==> src/rtl/icache_fetch.sv <==
// rtl/icache_fetch.sv - direct-mapped instruction cache fetch stage
// Hits return the instruction in the same cycle; misses refill one line over a req/ack word bus.
module icache_fetch #(
   parameter int               N_Bits    = 32,
   parameter int               LINES     = 16,
   parameter int               WORDS     = 4,
   parameter logic [N_Bits-1:0] NOP_INSTR = 32'h00000013
) (
   input  logic              clk,
   input  logic              rst,
   input  logic [N_Bits-1:0] PC,
   input  logic              flush,
   output logic [N_Bits-1:0] instr,
   output logic              stall,
   output logic              mem_req,
   output logic [N_Bits-1:0] mem_addr,
   input  logic              mem_ack,
   input  logic [N_Bits-1:0] mem_rdata
);

   localparam int OFF_W = $clog2(WORDS);
   localparam int IDX_W = $clog2(LINES);
   localparam int TAG_W = N_Bits - IDX_W - OFF_W - 2;

   typedef enum logic {IDLE, REFILL} state_t;

   state_t             state;
   logic [LINES-1:0]   valid;
   logic [TAG_W-1:0]   tags [LINES];
   logic [N_Bits-1:0]  data [LINES][WORDS];

   logic [TAG_W-1:0]   ref_tag;
   logic [IDX_W-1:0]   ref_idx;
   logic [OFF_W-1:0]   cnt;
   logic               pending;

   logic [OFF_W-1:0]   pc_off;
   logic [IDX_W-1:0]   pc_idx;
   logic [TAG_W-1:0]   pc_tag;
   logic               hit;
   logic               last;
   logic               unused_byte_bits;

   assign pc_off           = PC[OFF_W+1:2];
   assign pc_idx           = PC[IDX_W+OFF_W+1:OFF_W+2];
   assign pc_tag           = PC[N_Bits-1:N_Bits-TAG_W];
   assign unused_byte_bits = ^PC[1:0];

   assign hit   = valid[pc_idx] && (tags[pc_idx] == pc_tag);
   assign last  = (cnt == OFF_W'(WORDS - 1));
   assign stall = (state == REFILL) || !hit;
   assign instr = stall ? NOP_INSTR : data[pc_idx][pc_off];

   always_ff @(posedge clk or posedge rst) begin
      if (rst) begin
         state    <= IDLE;
         valid    <= '0;
         cnt      <= '0;
         pending  <= 1'b0;
         ref_tag  <= '0;
         ref_idx  <= '0;
         mem_req  <= 1'b0;
         mem_addr <= '0;
      end else begin
         case (state)
            IDLE: begin
               if (flush)
                  valid <= '0;
               if (!hit) begin
                  state    <= REFILL;
                  ref_tag  <= pc_tag;
                  ref_idx  <= pc_idx;
                  cnt      <= '0;
                  mem_req  <= 1'b1;
                  mem_addr <= {pc_tag, pc_idx, {OFF_W{1'b0}}, 2'b00};
               end
            end
            REFILL: begin
               if (flush)
                  pending <= 1'b1;
               if (mem_ack) begin
                  cnt <= cnt + 1'b1;
                  if (last) begin
                     state    <= IDLE;
                     mem_req  <= 1'b0;
                     mem_addr <= '0;
                     pending  <= 1'b0;
                     // A flush seen during the refill also kills the line just fetched
                     if (pending || flush)
                        valid <= '0;
                     else
                        valid[ref_idx] <= 1'b1;
                  end else begin
                     mem_addr <= mem_addr + N_Bits'(4);
                  end
               end
            end
            default: state <= IDLE;
         endcase
      end
   end

   // Tag and data arrays carry no reset; valid bits alone qualify their contents.
   always_ff @(posedge clk) begin
      if (state == REFILL && mem_ack) begin
         data[ref_idx][cnt] <= mem_rdata;
         if (last)
            tags[ref_idx] <= ref_tag;
      end
   end

endmodule
==> config.mk <==
export PLATFORM = sky130hd
export DESIGN_NAME = icache_fetch
export DESIGN_NICKNAME = d
export VERILOG_FILES = /design/src/rtl/icache_fetch.sv
export SDC_FILE = /design/constraint.sdc
export NUM_CORES = 2
export LEC_CHECK = 0
export ABC_AREA = 1
export CORE_MARGIN = 3
export CORE_UTILIZATION = 36
export CTS_CLUSTER_DIAMETER = 40
export DETAILED_ROUTE_END_ITERATION = 8
export MAX_ROUTING_LAYER = met4
export PLACE_DENSITY = 0.59
export SLEW_MARGIN = 20
export SYNTH_ARGS = -nofsm -noshare
export SYNTH_HDL_FRONTEND = slang
export SYNTH_SLANG_ARGS = --single-unit
==> constraint.sdc <==
create_clock -name clk -period 4.4 [get_ports clk]
set_clock_uncertainty 0.05 [all_clocks]
set_input_delay 0.44 -clock clk [delete_from_list [all_inputs] [get_ports clk]]
set_output_delay 0.44 -clock clk [all_outputs]
set_load 0.1 [all_outputs]
# Yosys cells after proc, flatten, opt, wreduce, memory -nomap -nowiden
# Memory sizes are Yosys's and may differ from the RTL's.
# Cells that the tools add are included.
# classes
n_eq_ne	6
muxes	38
reduce_logical	11
bitwise_logic	5
order_cmp	6
addsub	2
# op_table
op	n
$mux W32	7
$mux W128	1
$bmux W32 S2	1
$demux W32 S2	1
$mux W16	4
$pmux W32 S2	1
$add A32 B3 Y32 const B	1
$pmux W16 S2	1
$eq A24 B24 Y1	1
$or A16 B16 Y16	1
$mux W1	15
$lt A4 B5 Y1 const B	2
$ge A3 B3 Y1 const B	2
$ne A2 B2 Y1 const B	3
$not A2 Y3	2
$reduce_and A3 Y1	2
$bmux W1 S4	1
$demux W1 S4	1
$ge A4 B1 Y1 const B	1
$logic_and A1 B1 Y1	4
$mux W2	2
$pmux W1 S2	2
$pmux W2 S2	1
$reduce_and A2 Y1	2
7 further kinds	9
# totals
n_memories	2
regBits	81
out_inout_bits	66
input_bits	68
ramBits	2432
wordCells	78
# mem_list
memory	words	width	read_ports	rd_clocked_by_memory_dff	write_ports	line	rtl
data	16	128	1	0	1	30	logic [N_Bits-1:0] data [LINES][WORDS];
tags	16	24	1	0	1	29	logic [TAG_W-1:0] tags [LINES];

# Logic depth before layout (Yosys ltp)
# logic_depth
depth_word	9
ltp_mapped	21
ltp_nobuf	16

# Worst setup path before layout
# OpenSTA, ideal clock, no wires.
# synth_timing
path_type	input-to-output
startpoint	in PC[4]
endpoint	out instr[22]
stages	17
setup_slack_ns	0.015
t_arrival_ns	3.895
path_cell_list	buf_2 > inv_4 > buf_4 > buf_2 > nand2_1 > nand3_1 > nand3_1 > nand2_1 > nand2_1 > nand3_1 > nand2_1 > nor2_1 > nand3_1 > nor2_1 > nand4_1 > clkbuf_1 > nor2_1
# synth_via
elab_chain_cells	6
elab_cells_between_ends	12
classes_between	1 x eq/ne; 6 x mux; 3 x reduce/logical; 2 x memory
# synth_lines
element	line	rtl
start, declared	11	input logic [N_Bits-1:0] PC,
$mem_v2 Z16 W24 or $bmux W1 S4 (tied branches)	-	
$eq A24 B24 Y1 or $mux W1 (tied branches)	49	assign hit = valid[pc_idx] && (tags[pc_idx] == pc_tag);
$logic_and A1 B1 Y1 (*)	49	
$logic_not A1 Y1 (*)	-	
$logic_or A1 B1 Y1 (*)	51	assign stall = (state == REFILL) || !hit;
named net stall	14	output logic stall,
$mux W32 (*)	52	assign instr = stall ? NOP_INSTR : data[pc_idx][pc_off];
end, declared	13	output logic [N_Bits-1:0] instr,
# Mark *: on every way through the listed nets, which the timed path passes. The rest lies on a longest branch. The select of a mux whose other input is x is not followed.

# Worst setup path after layout
# layout_timing
startpoint	mem tags[4][2] (netlist bit)
endpoint	out instr[1]
# layout_via
elab_chain_cells	6
# layout_lines
element	line
start, declared	29
$mem_v2 Z16 W24	-
$eq A24 B24 Y1	49
$logic_and A1 B1 Y1	49
$logic_not A1 Y1	-
$logic_or A1 B1 Y1	51
$mux W32	52
# Every way passes these cells.

==> results.sh <==
export IMPL_outcome="completed"
export IMPL_clock_power_share_pct=45.5
export IMPL_r2r_end="tags[11][8]"
export IMPL_nets=8272
export IMPL_cts_tree="done"
export IMPL_hp_class="in2reg"
export IMPL_cp_required_ns=3.91
export IMPL_use_met2_pct=33.6
export IMPL_p_sw_mw=16.3
export IMPL_top_usage_layer="met2"
export IMPL_cts_buffers=354
export IMPL_ff2ff_path_depth=7
export IMPL_final_max_slew_viol_count=0
export IMPL_dpl_cell_area_um2=109000
export IMPL_synthMostInstantiatedCell="edfxtp_1"
export IMPL_cap_violations=0
export IMPL_io_pins=134
export IMPL_clkLatencyLatePin_ns=0.87
export IMPL_fmax_mhz=244
export IMPL_worstMarginPinSlew_ns=0.991
export IMPL_rsz0062_at_grt="false"
export IMPL_swShare_pct=25.7
export IMPL_firstDrtPassIters=6
export IMPL_vias=68200
export IMPL_end_kind="output pin"
export IMPL_grt_usage_pct=21.6
export IMPL_dpl_hpwl_um=163000
export IMPL_critPathLaunch="tags[4][2]"
export IMPL_worstPathArrival_ns=3.61
export IMPL_crit_fanout=4
export IMPL_internal_power_mw=47.2
export IMPL_overflow=0
export IMPL_drive_above_1_share_pct=12.5
export IMPL_gr_usage_met1_pct=28.5
export IMPL_vias_per_cell=5.58
export IMPL_clkSlewWorstSetupHoldPaths_ns=0.06
export IMPL_power_leakage_nw=41.6
export IMPL_yosys_area_top_type="edfxtp_1"
export IMPL_grt_pass1_vias=66400
export IMPL_hold_depth=1
export IMPL_crit_path_cell_trace="or2_2, nand3_1, nand3_1, nand3_1, nand2_1, nand2_1, nand2_1, nor2_1, nand3_1, nor2_1, nand4_1, buf_4, inv_1, nand3_1, buf_12"
export IMPL_cts_resized_gates=0
export IMPL_yosysSeqAreaShare_pct=74.2
export IMPL_power_density_nw_per_um2=522
export IMPL_syn_area_per_cell_um2=12.7
export IMPL_fin_crit_sh_pct=93.3
export IMPL_die_x_um=536
export IMPL_cts_htree_levels=5
export IMPL_ir_drop_uv=366
export IMPL_synth_commonest_cells="edfxtp_1 (2432), nand2_1 (1529), nor2_1 (711), o21ai_0 (615), a21oi_1 (540)"
export IMPL_drt_wl_total_um=309000
export IMPL_grt_pass1_wl_um=449000
export IMPL_cts_sinks=2511
export IMPL_rows=193
export IMPL_route_detailed_drc=0
export IMPL_coreArea_um2=278000
export IMPL_gp_congestion=0.903
export IMPL_cpMaxStageDelayCell="edfxtp_1"
export IMPL_die_area_um2=287000
export IMPL_synth_area_leaders="edfxtp_1 (72%), nand2_1 (5.7%), o21ai_0 (3.0%), a21oi_1 (2.7%), nor2_1 (2.6%)"
export IMPL_final_setup_tns_ns=0
export IMPL_async_flop_share_pct=3.15
export IMPL_syn_inst=7953
export IMPL_wl_per_cell_um=25.3
export IMPL_setup_viol=0
export IMPL_power_frac_comb_pct=9.3
export IMPL_use_met3_pct=3.88
export IMPL_synth_top_area_share_pct=72.3
export IMPL_synth_cell_types=40
export IMPL_placed_cells_incl_taps=11500
export IMPL_antenna_found_initial=11
export IMPL_min_from="mem_rdata[9]"
export IMPL_ys_warn_count=0
export IMPL_synth_edff_count=2432
export IMPL_min_to="data[11][41]"
export IMPL_cp_slowest_stage_delay_ns=0.34
export IMPL_start_kind="flop"
export IMPL_synth_ff_type="edfxtp_1"
export IMPL_relSlewSlack_pct=33.7
export IMPL_postLayoutCellArea_um2=122000
export IMPL_clockBufferDepth=4
export IMPL_grt_max_degree=131
export IMPL_crit_type="reg2out"
export IMPL_final_core_util_pct=43.7
export IMPL_crit_path_frequent_cell="nand3_1"
export IMPL_synth_area_um2=101000
export IMPL_r2r_slack_ns=1.21
export IMPL_detail_route_antenna_nets=0
export IMPL_ys_ff_latch=2511
export IMPL_final_min_clock_period_ns=4.10
export IMPL_fp_dieH_um=536
export IMPL_start_util_pct=36.4
export IMPL_port_buffers=129
export IMPL_timing_rr_start="state"
export IMPL_power_frac_seq_pct=45.1
export IMPL_drt_iter0_markers=8341
export IMPL_root_buffer="clkbuf_16"
export IMPL_final_cells=12200
export IMPL_areaGrowthSynthToFinish_pct=20.3
export IMPL_hold_viol=0
==> routing by layer <==
metal / wire length (µm) / up-vias / share of wire (%)
li1: - / 30000 / -
met1: 126000 / 34300 / 41
met2: 144000 / 3329 / 47
met3: 27300 / 548 / 8.8
met4: 10900 / 0 / 3.5
met5: 0 / - / 0
==> placed cells by master (no fill, tap or decap), drive strengths merged, types with 56 or more instances in the layout <==
| cell | count |
|---|---|
| inv | 307 |
| o221ai | 204 |
| nor2 | 711 |
| clkdlybuf4s50 | 58 |
| a221oi | 158 |
| a221o | 93 |
| nand2 | 1529 |
| clkinv | 115 |
| o22ai | 73 |
| clkbuf | 395 |
| edfxtp | 2432 |
| a21oi | 540 |
| o21ai | 619 |
| nor3 | 56 |
| buf | 391 |
| nand3 | 476 |
| dfrtp | 79 |
==> power groups by stage <==
stage / combinational (mW) / sequential [mW] / clock (mW)
final: 5.93 / 28.6 / 28.9
after global routing: 6.35 / 28.7 / 30.3
after CTS: 5.90 / 28.6 / 29.2
after detailed placement: 5.87 / 29.1 / 0
after global placement: 5.77 / 29.0 / 0
after floorplan: 2.64 / 29.4 / 0
==> worst max path at each step <==
stage,endpoint,slack (ns),depth (start not counted)
3_5_place_dp,instr[30],0.40,19
5_1_grt,instr[1],0.05,15
4_1_cts,instr[25],0.27,15
2_1_floorplan,instr[22],0.01,17
6_report,instr[1],0.30,15
3_3_place_gp,instr[30],0.44,19
==> flip-flops by register name (all words and copies together) (netlist names) <==
register	count
pending	1
tags	384
mem_req	1
data	2048
mem_addr	30
cnt	2
valid	16
state	1
ref_idx	4
ref_tag	24
==> cell type report <==
class / instances / area [µm²]
Fill cell: 24600 / 156000
Timing Repair Buffer: 454 / 5550
Sequential cell: 2511 / 75000
Clock buffer: 395 / 9170
Inverter: 256 / 998
Clock inverter: 254 / 2960
Antenna cell: 13 / 32.5
Multi-Input combinational cell: 4622 / 23200
Tap cell: 3705 / 4640
==> kinds of logic after synthesis <==
family                     share of synthesized area, %
and+or+nand+nor                                    11.3
DFF                                                74.2
AOI/OAI and AO/OA                                  11.1
adders and majority gates                        0.0619
other                                           0.00371
buffers and inverters                              3.30
==> what timing repair did <==
item,4_1_cts,5_1_grt
endpoints found under the hold margin,52,0
buffers inserted,0,0
hold buffers,5,0
==> critical path, delay by kind of cell, from the launching register on <==
| family | cells | cell delay (ns) |
|---|---|---|
| buf+inv | 3 | 0.79 |
| flops | 1 | 0.34 |
| simple gates | 12 | 1.67 |
==> stage by stage <==
stage                     hold WS (ns)  total power [mW]  worst slack, ns
after global placement           0.428              34.8            0.442
after global routing            0.0316              65.3           0.0486
after CTS                       0.0223              63.7            0.268
after floorplan                  0.412              32.1           0.0147
after detailed placement         0.432              35.0            0.403
final                           0.0605              63.4            0.296
Power figures use the tool's default switching activity.
